$ cat src/rtl/fb_pkg.sv
// Shared framebuffer definitions for the rectangle writer and the VGA read side.
// Contents: geometry/width constants, the RGB444 pixel type, the writer FSM
// state type, the latched command payload and a multiplier-free row base helper.
package fb_pkg;

  localparam int unsigned FB_W = 320;
  localparam int unsigned FB_H = 240;
  localparam int unsigned AW   = 17;
  localparam int unsigned DW   = 12;
  localparam int unsigned XW   = 9;
  localparam int unsigned YW   = 8;
  localparam int unsigned XEW  = XW + 1;
  localparam int unsigned YEW  = YW + 1;

  typedef struct packed {
    logic [3:0] r;
    logic [3:0] g;
    logic [3:0] b;
  } rgb444_t;

  typedef enum logic [1:0] {
    IDLE,
    SETUP,
    RUN,
    DONE
  } fb_state_e;

  typedef struct packed {
    logic [XW-1:0] x0;
    logic [YW-1:0] y0;
    logic [XW-1:0] w;
    logic [YW-1:0] h;
    rgb444_t       color;
  } fb_cmd_t;

  // y*320 as (y<<8)+(y<<6)
  function automatic logic [AW-1:0] row_base(input logic [YW-1:0] y);
    return (AW'(y) << 8) + (AW'(y) << 6);
  endfunction

endpackage

$ cat src/rtl/fb_rect_writer_if.sv
// Command handshake plus framebuffer write port of the rectangle writer.
//   master : command source / framebuffer owner (drives cmd_*, stall_i)
//   slave  : the writer engine (drives cmd_ready_o, we_o, addr_o, wdata_o)
interface fb_rect_writer_if;
  import fb_pkg::*;

  logic          cmd_valid_i;
  logic          cmd_ready_o;
  logic [XW-1:0] cmd_x0_i;
  logic [YW-1:0] cmd_y0_i;
  logic [XW-1:0] cmd_w_i;
  logic [YW-1:0] cmd_h_i;
  logic [DW-1:0] cmd_color_i;
  logic          stall_i;
  logic          we_o;
  logic [AW-1:0] addr_o;
  logic [DW-1:0] wdata_o;

  modport master (
    output cmd_valid_i, cmd_x0_i, cmd_y0_i, cmd_w_i, cmd_h_i, cmd_color_i, stall_i,
    input  cmd_ready_o, we_o, addr_o, wdata_o
  );

  modport slave (
    input  cmd_valid_i, cmd_x0_i, cmd_y0_i, cmd_w_i, cmd_h_i, cmd_color_i, stall_i,
    output cmd_ready_o, we_o, addr_o, wdata_o
  );

endinterface

$ cat src/rtl/fb_rect_clip.sv
// Combinational clipper: screen-clipped exclusive end column/row, empty flag
// and the address of the first row, from the latched command fields.
//   x0, y0, w, h : latched rectangle
//   x_end_c      : min(x0+w, FB_W), one bit wider than x0 so it cannot wrap
//   y_end_c      : min(y0+h, FB_H), one bit wider than y0
//   empty_c      : nothing to draw
//   row_base0_c  : y0*FB_W
module fb_rect_clip
  import fb_pkg::*;
(
  input  logic [XW-1:0]  x0,
  input  logic [YW-1:0]  y0,
  input  logic [XW-1:0]  w,
  input  logic [YW-1:0]  h,
  output logic [XEW-1:0] x_end_c,
  output logic [YEW-1:0] y_end_c,
  output logic           empty_c,
  output logic [AW-1:0]  row_base0_c
);

  logic [XEW-1:0] x_sum;
  logic [YEW-1:0] y_sum;

  always_comb begin
    x_sum       = XEW'(x0) + XEW'(w);
    y_sum       = YEW'(y0) + YEW'(h);
    x_end_c     = (x_sum > XEW'(FB_W)) ? XEW'(FB_W) : x_sum;
    y_end_c     = (y_sum > YEW'(FB_H)) ? YEW'(FB_H) : y_sum;
    empty_c     = (w == '0) || (h == '0) ||
                  (XEW'(x0) >= XEW'(FB_W)) || (YEW'(y0) >= YEW'(FB_H));
    row_base0_c = row_base(y0);
  end

endmodule

$ cat src/rtl/fb_rect_writer.sv
// Rectangle-fill engine for the 320x240 RGB444 framebuffer write port.
// Accepts one command per handshake, clips it to the screen and issues one
// registered pixel write per cycle in row-major order, holding position while
// the write port is lent away.
//   clk, rst : clock, asynchronous active-low reset
//   bus      : command handshake and framebuffer write port (slave side)
//   busy_o   : command in progress (SETUP/RUN/DONE)
//   done_o   : one-cycle completion pulse
module fb_rect_writer
  import fb_pkg::*;
(
  input  logic                   clk,
  input  logic                   rst,
  fb_rect_writer_if.slave        bus,
  output logic                   busy_o,
  output logic                   done_o
);

  fb_state_e      state;
  fb_cmd_t        cmd_q;
  logic [XW-1:0]  cur_x;
  logic [YW-1:0]  cur_y;
  logic [AW-1:0]  cur_base;
  logic           last_q;

  logic [XEW-1:0] x_end_c;
  logic [YEW-1:0] y_end_c;
  logic           empty_c;
  logic [AW-1:0]  row_base0_c;

  logic [XW-1:0]  pos_x_c;
  logic [YW-1:0]  pos_y_c;
  logic [AW-1:0]  pos_base_c;
  logic [XW-1:0]  nxt_x_c;
  logic [YW-1:0]  nxt_y_c;
  logic [AW-1:0]  nxt_base_c;
  logic           row_last_c;
  logic           rect_last_c;
  logic           issue_c;

  fb_rect_clip u_clip (
    .x0          (cmd_q.x0),
    .y0          (cmd_q.y0),
    .w           (cmd_q.w),
    .h           (cmd_q.h),
    .x_end_c     (x_end_c),
    .y_end_c     (y_end_c),
    .empty_c     (empty_c),
    .row_base0_c (row_base0_c)
  );

  // Pixel to issue next: the rectangle origin in SETUP, the walker otherwise
  always_comb begin
    pos_x_c    = cur_x;
    pos_y_c    = cur_y;
    pos_base_c = cur_base;
    if (state == SETUP) begin
      pos_x_c    = cmd_q.x0;
      pos_y_c    = cmd_q.y0;
      pos_base_c = row_base0_c;
    end
    row_last_c  = ((XEW'(pos_x_c) + XEW'(1)) == x_end_c);
    rect_last_c = row_last_c && ((YEW'(pos_y_c) + YEW'(1)) == y_end_c);
    nxt_x_c     = row_last_c ? cmd_q.x0 : pos_x_c + XW'(1);
    nxt_y_c     = row_last_c ? pos_y_c + YW'(1) : pos_y_c;
    nxt_base_c  = row_last_c ? pos_base_c + AW'(FB_W) : pos_base_c;
    issue_c     = ((state == SETUP) && !empty_c) || ((state == RUN) && !last_q);
  end

  // FSM with registered outputs; stall_i holds the walker for one write slot
  always_ff @(posedge clk or negedge rst) begin
    if (!rst) begin
      state           <= IDLE;
      cmd_q           <= '0;
      cur_x           <= '0;
      cur_y           <= '0;
      cur_base        <= '0;
      last_q          <= 1'b0;
      bus.cmd_ready_o <= 1'b0;
      bus.we_o        <= 1'b0;
      bus.addr_o      <= '0;
      bus.wdata_o     <= '0;
      busy_o          <= 1'b0;
      done_o          <= 1'b0;
    end else begin
      bus.we_o <= 1'b0;
      done_o   <= 1'b0;

      unique case (state)
        IDLE: begin
          busy_o          <= 1'b0;
          bus.cmd_ready_o <= 1'b1;
          if (bus.cmd_valid_i && bus.cmd_ready_o) begin
            cmd_q           <= '{x0:    bus.cmd_x0_i,
                                 y0:    bus.cmd_y0_i,
                                 w:     bus.cmd_w_i,
                                 h:     bus.cmd_h_i,
                                 color: rgb444_t'(bus.cmd_color_i)};
            last_q          <= 1'b0;
            bus.cmd_ready_o <= 1'b0;
            busy_o          <= 1'b1;
            state           <= SETUP;
          end
        end
        SETUP: begin
          if (empty_c) begin
            done_o <= 1'b1;
            state  <= DONE;
          end else begin
            state  <= RUN;
          end
        end
        RUN: begin
          if (last_q) begin
            done_o <= 1'b1;
            state  <= DONE;
          end
        end
        DONE: begin
          busy_o          <= 1'b0;
          bus.cmd_ready_o <= 1'b1;
          state           <= IDLE;
        end
        default: state <= IDLE;
      endcase

      if (issue_c) begin
        if (bus.stall_i) begin
          cur_x    <= pos_x_c;
          cur_y    <= pos_y_c;
          cur_base <= pos_base_c;
        end else begin
          bus.we_o    <= 1'b1;
          bus.addr_o  <= pos_base_c + AW'(pos_x_c);
          bus.wdata_o <= cmd_q.color;
          cur_x       <= nxt_x_c;
          cur_y       <= nxt_y_c;
          cur_base    <= nxt_base_c;
          last_q      <= rect_last_c;
        end
      end
    end
  end

endmodule

$ cat src/flat_wrapper.sv
// flat-port wrapper written by rule: the top's interface ports become plain ports
module fb_rect_writer_flat import fb_pkg::*;
  (clk, rst, busy_o, done_o, bus_cmd_valid_i, bus_cmd_x0_i, bus_cmd_y0_i, bus_cmd_w_i, bus_cmd_h_i, bus_cmd_color_i, bus_stall_i, bus_cmd_ready_o, bus_we_o, bus_addr_o, bus_wdata_o);
  fb_rect_writer_if bus_i ();
  input  logic clk;
  input  logic rst;
  output logic busy_o;
  output logic done_o;
  input wire logic [$bits(bus_i.cmd_valid_i)-1:0] bus_cmd_valid_i;
  input wire logic [$bits(bus_i.cmd_x0_i)-1:0] bus_cmd_x0_i;
  input wire logic [$bits(bus_i.cmd_y0_i)-1:0] bus_cmd_y0_i;
  input wire logic [$bits(bus_i.cmd_w_i)-1:0] bus_cmd_w_i;
  input wire logic [$bits(bus_i.cmd_h_i)-1:0] bus_cmd_h_i;
  input wire logic [$bits(bus_i.cmd_color_i)-1:0] bus_cmd_color_i;
  input wire logic [$bits(bus_i.stall_i)-1:0] bus_stall_i;
  output wire logic [$bits(bus_i.cmd_ready_o)-1:0] bus_cmd_ready_o;
  output wire logic [$bits(bus_i.we_o)-1:0] bus_we_o;
  output wire logic [$bits(bus_i.addr_o)-1:0] bus_addr_o;
  output wire logic [$bits(bus_i.wdata_o)-1:0] bus_wdata_o;
  assign bus_i.cmd_valid_i = bus_cmd_valid_i;
  assign bus_i.cmd_x0_i = bus_cmd_x0_i;
  assign bus_i.cmd_y0_i = bus_cmd_y0_i;
  assign bus_i.cmd_w_i = bus_cmd_w_i;
  assign bus_i.cmd_h_i = bus_cmd_h_i;
  assign bus_i.cmd_color_i = bus_cmd_color_i;
  assign bus_i.stall_i = bus_stall_i;
  assign bus_cmd_ready_o = bus_i.cmd_ready_o;
  assign bus_we_o = bus_i.we_o;
  assign bus_addr_o = bus_i.addr_o;
  assign bus_wdata_o = bus_i.wdata_o;
  fb_rect_writer u_core (.clk(clk), .rst(rst), .bus(bus_i), .busy_o(busy_o), .done_o(done_o));
endmodule
$ cat config.mk
export PLATFORM = sky130hd
export DESIGN_NAME = fb_rect_writer_flat
export DESIGN_NICKNAME = d
export VERILOG_FILES = /design/src/rtl/fb_pkg.sv /design/src/rtl/fb_rect_writer_if.sv /design/src/rtl/fb_rect_clip.sv /design/src/rtl/fb_rect_writer.sv /design/src/flat_wrapper.sv
export SDC_FILE = /design/constraint.sdc
export NUM_CORES = 1
export LEC_CHECK = 0
export CAP_MARGIN = 5
export CORE_MARGIN = 3
export CORE_UTILIZATION = 55
export CTS_CLUSTER_DIAMETER = 150
export DETAILED_ROUTE_END_ITERATION = 10
export GPL_TIMING_DRIVEN = 1
export PLACE_DENSITY = 0.78
export SYNTH_ARGS = -nofsm -noshare
export SYNTH_HDL_FRONTEND = slang
export SYNTH_HIERARCHICAL = 1
export SYNTH_SLANG_ARGS = --single-unit
$ cat constraint.sdc
create_clock -name clk -period 12.55 [get_ports clk]
set_input_delay 1.8825 -clock clk [delete_from_list [all_inputs] [get_ports clk]]
set_output_delay 1.8825 -clock clk [all_outputs]
set_load 0.01 [all_outputs]
== Yosys cells after proc, flatten, opt, wreduce, memory -nomap -nowiden ==
Index checks and enable logic that the tools add are counted.
Cells by class
  add/subtract/negate cells: 9
  multipliers: 0
  divide/modulo/power cells: 0
  order comparisons: 4
  eq/ne operators: 7
  shift-type cells: 0
  multiplexer cells: 28
  bitwise operators: 1
  reduce and logical (&&, ||, !) cells: 17
Operators by type and width (number)
  $mux 17: 3
  $mux 9: 4
  $mux 8: 3
  $add 16x14->17: 1
  $add 17x9->17: 1
  $add 17x9->17 const B: 1
  $mux 1: 11
  $add 9x1->10 const B: 1
  $add 9x9->10: 1
  $eq 10x10->1: 1
  $gt 10x9->1 const B: 1
  $mux 10: 1
  $add 8x1->9 const B: 1
  $add 8x8->9: 1
  $add 9x1->9 const B: 1
  $eq 9x9->1: 1
  $ge 9x9->1 const B: 1
  $gt 9x8->1 const B: 1
  $logic_not 9->1: 1
  $add 8x1->8 const B: 1
  $ge 8x8->1 const B: 1
  $logic_not 8->1: 1
  $pmux 2 s4: 1
  $pmux 1 s2: 3
  11 further kinds: 23
Word-level totals
  register bits after elaboration: 116
  latch bits: 0
  bits in writable memories: 0
  memory bits (read-only): 0
  input port bits: 50
  output and inout port bits: 33
  logic and storage cells: 84
  memories kept: 0

== Longest topological paths before layout ==
  depth after elaboration: 8
  mapped depth: 20
  depth with buffers taken out: 16

== Modules after synthesis ==
The synthesis kept the hierarchy.
Modules (own cells, without submodules)
  fb_rect_writer: times used 1, cells an instance 664, area each 6602.6 sq um, sequential area each 2902.8 sq um
  fb_rect_clip: times used 1, cells an instance 176, area each 1367.6 sq um, sequential area each 0.0 sq um

== Worst setup path before layout ==
Ideal clock, no wire load.
  path kind: flip-flop to flip-flop
  from: register u_core.state[1]
  to: register u_core.cur_y[7]
  library setup time: 0.073 ns
  arrival time: 4.474 ns
  data required time: 12.477 ns
  slack: 8.003 ns
  cell stages (with the launch flop): 20
  buffers on the path: 6
  clock period less this slack: 4.547 ns
  cell sequence: dfrtp_1 -> inv_1 -> ha_1 -> buf_6 -> buf_2 -> buf_1 -> buf_1 -> clkbuf_1 -> mux2i_1 -> inv_1 -> ha_1 -> xnor2_1 -> xnor2_1 -> nand3_1 -> nor4_4 -> o2111ai_2 -> buf_6 -> or3_1 -> a31o_1 -> a21oi_2
On the way
  longest elaborated chain between the ends: 6
  elaborated cells between the ends (all ways): 12
  those cells by class: add/sub (2); eq/ne (3); mux (4); reduce/logical (3)
Ends and longest elaborated chain
  start: declaration: RTL line fb_rect_writer.sv:19  | fb_state_e state;
  start signal: assignment: RTL line fb_rect_writer.sv:73  | state <= IDLE;
  start signal: assignment: RTL line fb_rect_writer.sv:102  | state <= SETUP;
  start signal: assignment: RTL line fb_rect_writer.sv:108  | state <= DONE;
  $eq 2x1->1: RTL line fb_rect_writer.sv:57, fb_rect_writer.sv:67
  $mux 9: RTL line fb_rect_writer.sv:57  | if (state == SETUP) begin
  $add 9x1->10: RTL line fb_rect_writer.sv:62  | row_last_c = ((XEW'(pos_x_c) + XEW'(1)) == x_end_c);
  $eq 10x10->1: RTL line fb_rect_writer.sv:62
  $mux 8: RTL line fb_rect_writer.sv:65  | nxt_y_c = row_last_c ? pos_y_c + YW'(1) : pos_y_c;
  $mux 8: RTL line fb_rect_writer.sv:128  | if (bus.stall_i) begin
  end signal: assignment: RTL line fb_rect_writer.sv:130  | cur_y <= pos_y_c;
  end signal: assignment: RTL line fb_rect_writer.sv:137  | cur_y <= nxt_y_c;
  end: declaration: RTL line fb_rect_writer.sv:22  | logic [YW-1:0] cur_y;
Parallel ways exist; a longest one is shown, timed or not.
A chain may end at the register's enable or synchronous reset.

== Worst setup path in the final report ==
  from: register u_core.state[1]
  to: register u_core.cur_y[1]
The elaborated chain is that of the path after synthesis.

==> impl_metrics.env <==
export IMPL_port_buffers=82
export IMPL_syn_inst=840
export IMPL_n_fill_cell=1088
export IMPL_coreArea_um2=14000
export IMPL_grt_pass1_wl_um=30300
export IMPL_die_w_um=126
export IMPL_crit_type="register to register"
export IMPL_critPathMaxFanout=39
export IMPL_yosys_top_cells_area="dfrtp_1, mux2_2, ha_1"
export IMPL_syn_area_per_cell_um2=9.49
export IMPL_overflow=0
export IMPL_multi_input_area_um2=4740
export IMPL_cts_resized=0
export IMPL_ys_async_sr_fraction=1.00
export IMPL_avgRoutedWirePerCell_um=16.3
export IMPL_critical_path_max_stage_delay_ns=0.63
export IMPL_final_layout_size_suffix_gt1_frac=0.147
export IMPL_timing_final_crit_share=0.391
export IMPL_cts_tree="built"
export IMPL_synth_distinct_cells=74
export IMPL_tightestPinTransition_ns=0.897
export IMPL_grt_start_max_net_pins=66
export IMPL_nNetsFinal=1004
export IMPL_outcome="finished clean"
export IMPL_initial_core_util=0.568
export IMPL_dieArea_um2=16000
export IMPL_hold_viol=0
export IMPL_cp_cell_sequence="inv_1 -> ha_2 -> buf_4 -> mux2i_1 -> inv_1 -> ha_1 -> nand4_1 -> a22oi_1 -> a21oi_1 -> a211oi_2 -> o2111ai_2 -> or3_1 -> a31o_1 -> a21oi_1"
export IMPL_crit_path_start_kind="register"
export IMPL_area_delta_synth_final_pct=18.6
export IMPL_seq_area_um2=2900
export IMPL_drtPass1Iterations=4
export IMPL_grt_pass1_vias=6157
export IMPL_yosysMostFrequentCell="dfrtp_1"
export IMPL_yosys_area_top_type_share=0.364
export IMPL_hold_buffers=0
export IMPL_reg2reg_depth=14
export IMPL_drt_initial_drc_count=422
export IMPL_yosys_area_top_type="dfrtp_1"
export IMPL_cp_startpoint="u_core/state[1]$_DFFE_PN0P_"
export IMPL_critPathCaptureType="register"
export IMPL_fin_crit_ns=4.90
export IMPL_min_to="u_core/bus.wdata_o[7]$_DFFE_PN0P_"
export IMPL_slew_viol_final=0
export IMPL_grt_use_total=0.234
export IMPL_diodes=0
export IMPL_arrival_ns=5.24
export IMPL_slowest_stage="ha_2"
export IMPL_fp_row_count=43
export IMPL_postRouteWirelength_um=18000
export IMPL_grt_antenna_before_repair=0
export IMPL_drv_cap=0
export IMPL_postCtsSetupRepairBufs=0
export IMPL_drt_vias_per_instance=5.80
export IMPL_clock_skew_ns=0.00819
export IMPL_synth_edf_count=0
export IMPL_clock_sinks=116
export IMPL_synth_warnings=6
export IMPL_reg2reg_to="u_core/cur_y[1]$_DFFE_PN0N_"
export IMPL_htreeDepth=4
export IMPL_clk_insertion_delay_late_ns=0.41
export IMPL_cts_buffer_depth=2
export IMPL_min_delay_path_class="register to register"
export IMPL_synth_main_ff_cell="dfrtp_1"
export IMPL_cts_root_buf="clkbuf_16"
export IMPL_cts_buffers=17
export IMPL_maxSlewHeadroom=0.402
export IMPL_required_ns=12.89
export IMPL_num_vias=6405
export IMPL_yosysSeqAreaShare=0.364
export IMPL_r2r_start="u_core/state[1]$_DFFE_PN0P_"
export IMPL_synth_seq_cells=116
export IMPL_cts_clk_slew_worst_paths_ns=0.05
export IMPL_gp_congestion=0.919
export IMPL_postRouteAntennaNets=0
export IMPL_min_from="u_core/cmd_q[7]$_DFFE_PN0P_"
export IMPL_tns_ns=0
export IMPL_fmax_mhz=204
export IMPL_rsz0062_at_grt="false"
export IMPL_finalSetupViolCount=0
export IMPL_synth_common_cells="dfrtp_1, nand2_1, mux2_2"
export IMPL_dp_hpwl_um=12900
export IMPL_synthesis_area_um2=7970
export IMPL_drc=0
export IMPL_ff2ff_setup_slack_ns=7.65
export IMPL_die_h_um=126
export IMPL_whs_path_depth=2
export IMPL_io_pins=83
-- logic make-up after synthesis --
logic type / share of synthesized area
fa+ha+maj: 0.0681
compound gates: 0.157
simple gates: 0.178
flops: 0.364
buf+inv: 0.0460
other cells: 0.000471
mux: 0.125
xor+xnor: 0.0615
-- critical path, delay by kind of cell (launching register included) --
family          cells  cell delay, ns
flops               1            0.41
fa+ha+maj           2            0.90
compound gates      6            1.79
simple gates        2            0.65
buf+inv             3            0.79
mux                 1            0.23
-- layer usage --
| metal | track usage | routed length (um) | share of wire | vias to the layer above |
|---|---|---|---|---|
| li1 | - | - | - | 3140 |
| met1 | 0.335 | 8720 | 0.48 | 3086 |
| met2 | 0.361 | 8300 | 0.46 | 167 |
| met3 | 0.0573 | 814 | 0.045 | 12 |
| met4 | 0.0524 | 156 | 0.0087 | 0 |
| met5 | 0 | 0 | 0 | - |
-- registers in the layout, indices dropped and copies added (netlist names) --
name	flops
u_core/done_o	1
u_core/cur_y	8
u_core/cur_x	9
u_core/bus.wdata_o	12
u_core/cur_base	17
u_core/last_q	1
u_core/cmd_q	46
u_core/bus.we_o	1
u_core/bus.addr_o	17
u_core/state	2
u_core/bus.cmd_ready_o	1
u_core/busy_o	1
-- stage by stage --
stage | std cells | worst slack, ns | cell area [um2] | hold WS, ns | utilization
after floorplan | 847 | 8.00 | 8000 | 0.433 | -
after CTS | 1105 | 7.70 | 9450 | 0.463 | 0.673
final | 1105 | 7.65 | 9450 | 0.462 | 0.673
after global routing | 1105 | 7.27 | 9450 | 0.492 | 0.673
after global placement | 1074 | 7.87 | 8880 | 0.441 | 0.632
after detailed placement | 1074 | 7.73 | 8880 | 0.449 | 0.632
-- worst max path at each step --
| stage | endpoint | depth (start not counted) |
|---|---|---|
| 6_report | u_core/cur_y[1]$_DFFE_PN0N_ | 14 |
| 5_1_grt | u_core/cur_y[6]$_DFFE_PN0N_ | 14 |
| 4_1_cts | u_core/cur_y[6]$_DFFE_PN0N_ | 14 |
| 3_5_place_dp | u_core/cur_y[6]$_DFFE_PN0N_ | 14 |
| 3_3_place_gp | u_core/cur_y[4]$_DFFE_PN0N_ | 15 |
| 2_1_floorplan | u_core/cur_y[7]$_DFFE_PN0N_ | 19 |
-- cells in the final DEF, fill, tap and decap left out, types with 8 or more instances in the layout --
| cell type | n |
|---|---|
| a21o_1 | 13 |
| a21oi_1 | 47 |
| clkbuf_16 | 17 |
| clkdlybuf4s50_1 | 81 |
| conb_1 | 8 |
| dfrtp_1 | 116 |
| ha_1 | 36 |
| inv_1 | 38 |
| mux2_2 | 67 |
| mux2i_1 | 24 |
| nand2_1 | 86 |
| nand2b_1 | 11 |
| nand3_1 | 21 |
| nor2_1 | 52 |
| nor2b_1 | 14 |
| nor3_1 | 13 |
| nor4_1 | 9 |
| o211ai_1 | 9 |
| o21a_1 | 8 |
| o21ai_0 | 43 |
| or3_1 | 9 |
| xnor2_1 | 36 |
| xor2_1 | 20 |
-- cell type report --
cell class                 instances  area share
clock buffer                      18      0.0465
timing repair buffer              88      0.0914
tap                              180      0.0238
sequential                       116       0.307
inverter                          39      0.0155
clock inverter                    13      0.0143
multi-input combinational        651       0.501
Power is left out: the tool's default activity adds up to more than one toggle a clock period on the data nets, which glitch-free logic cannot reach.
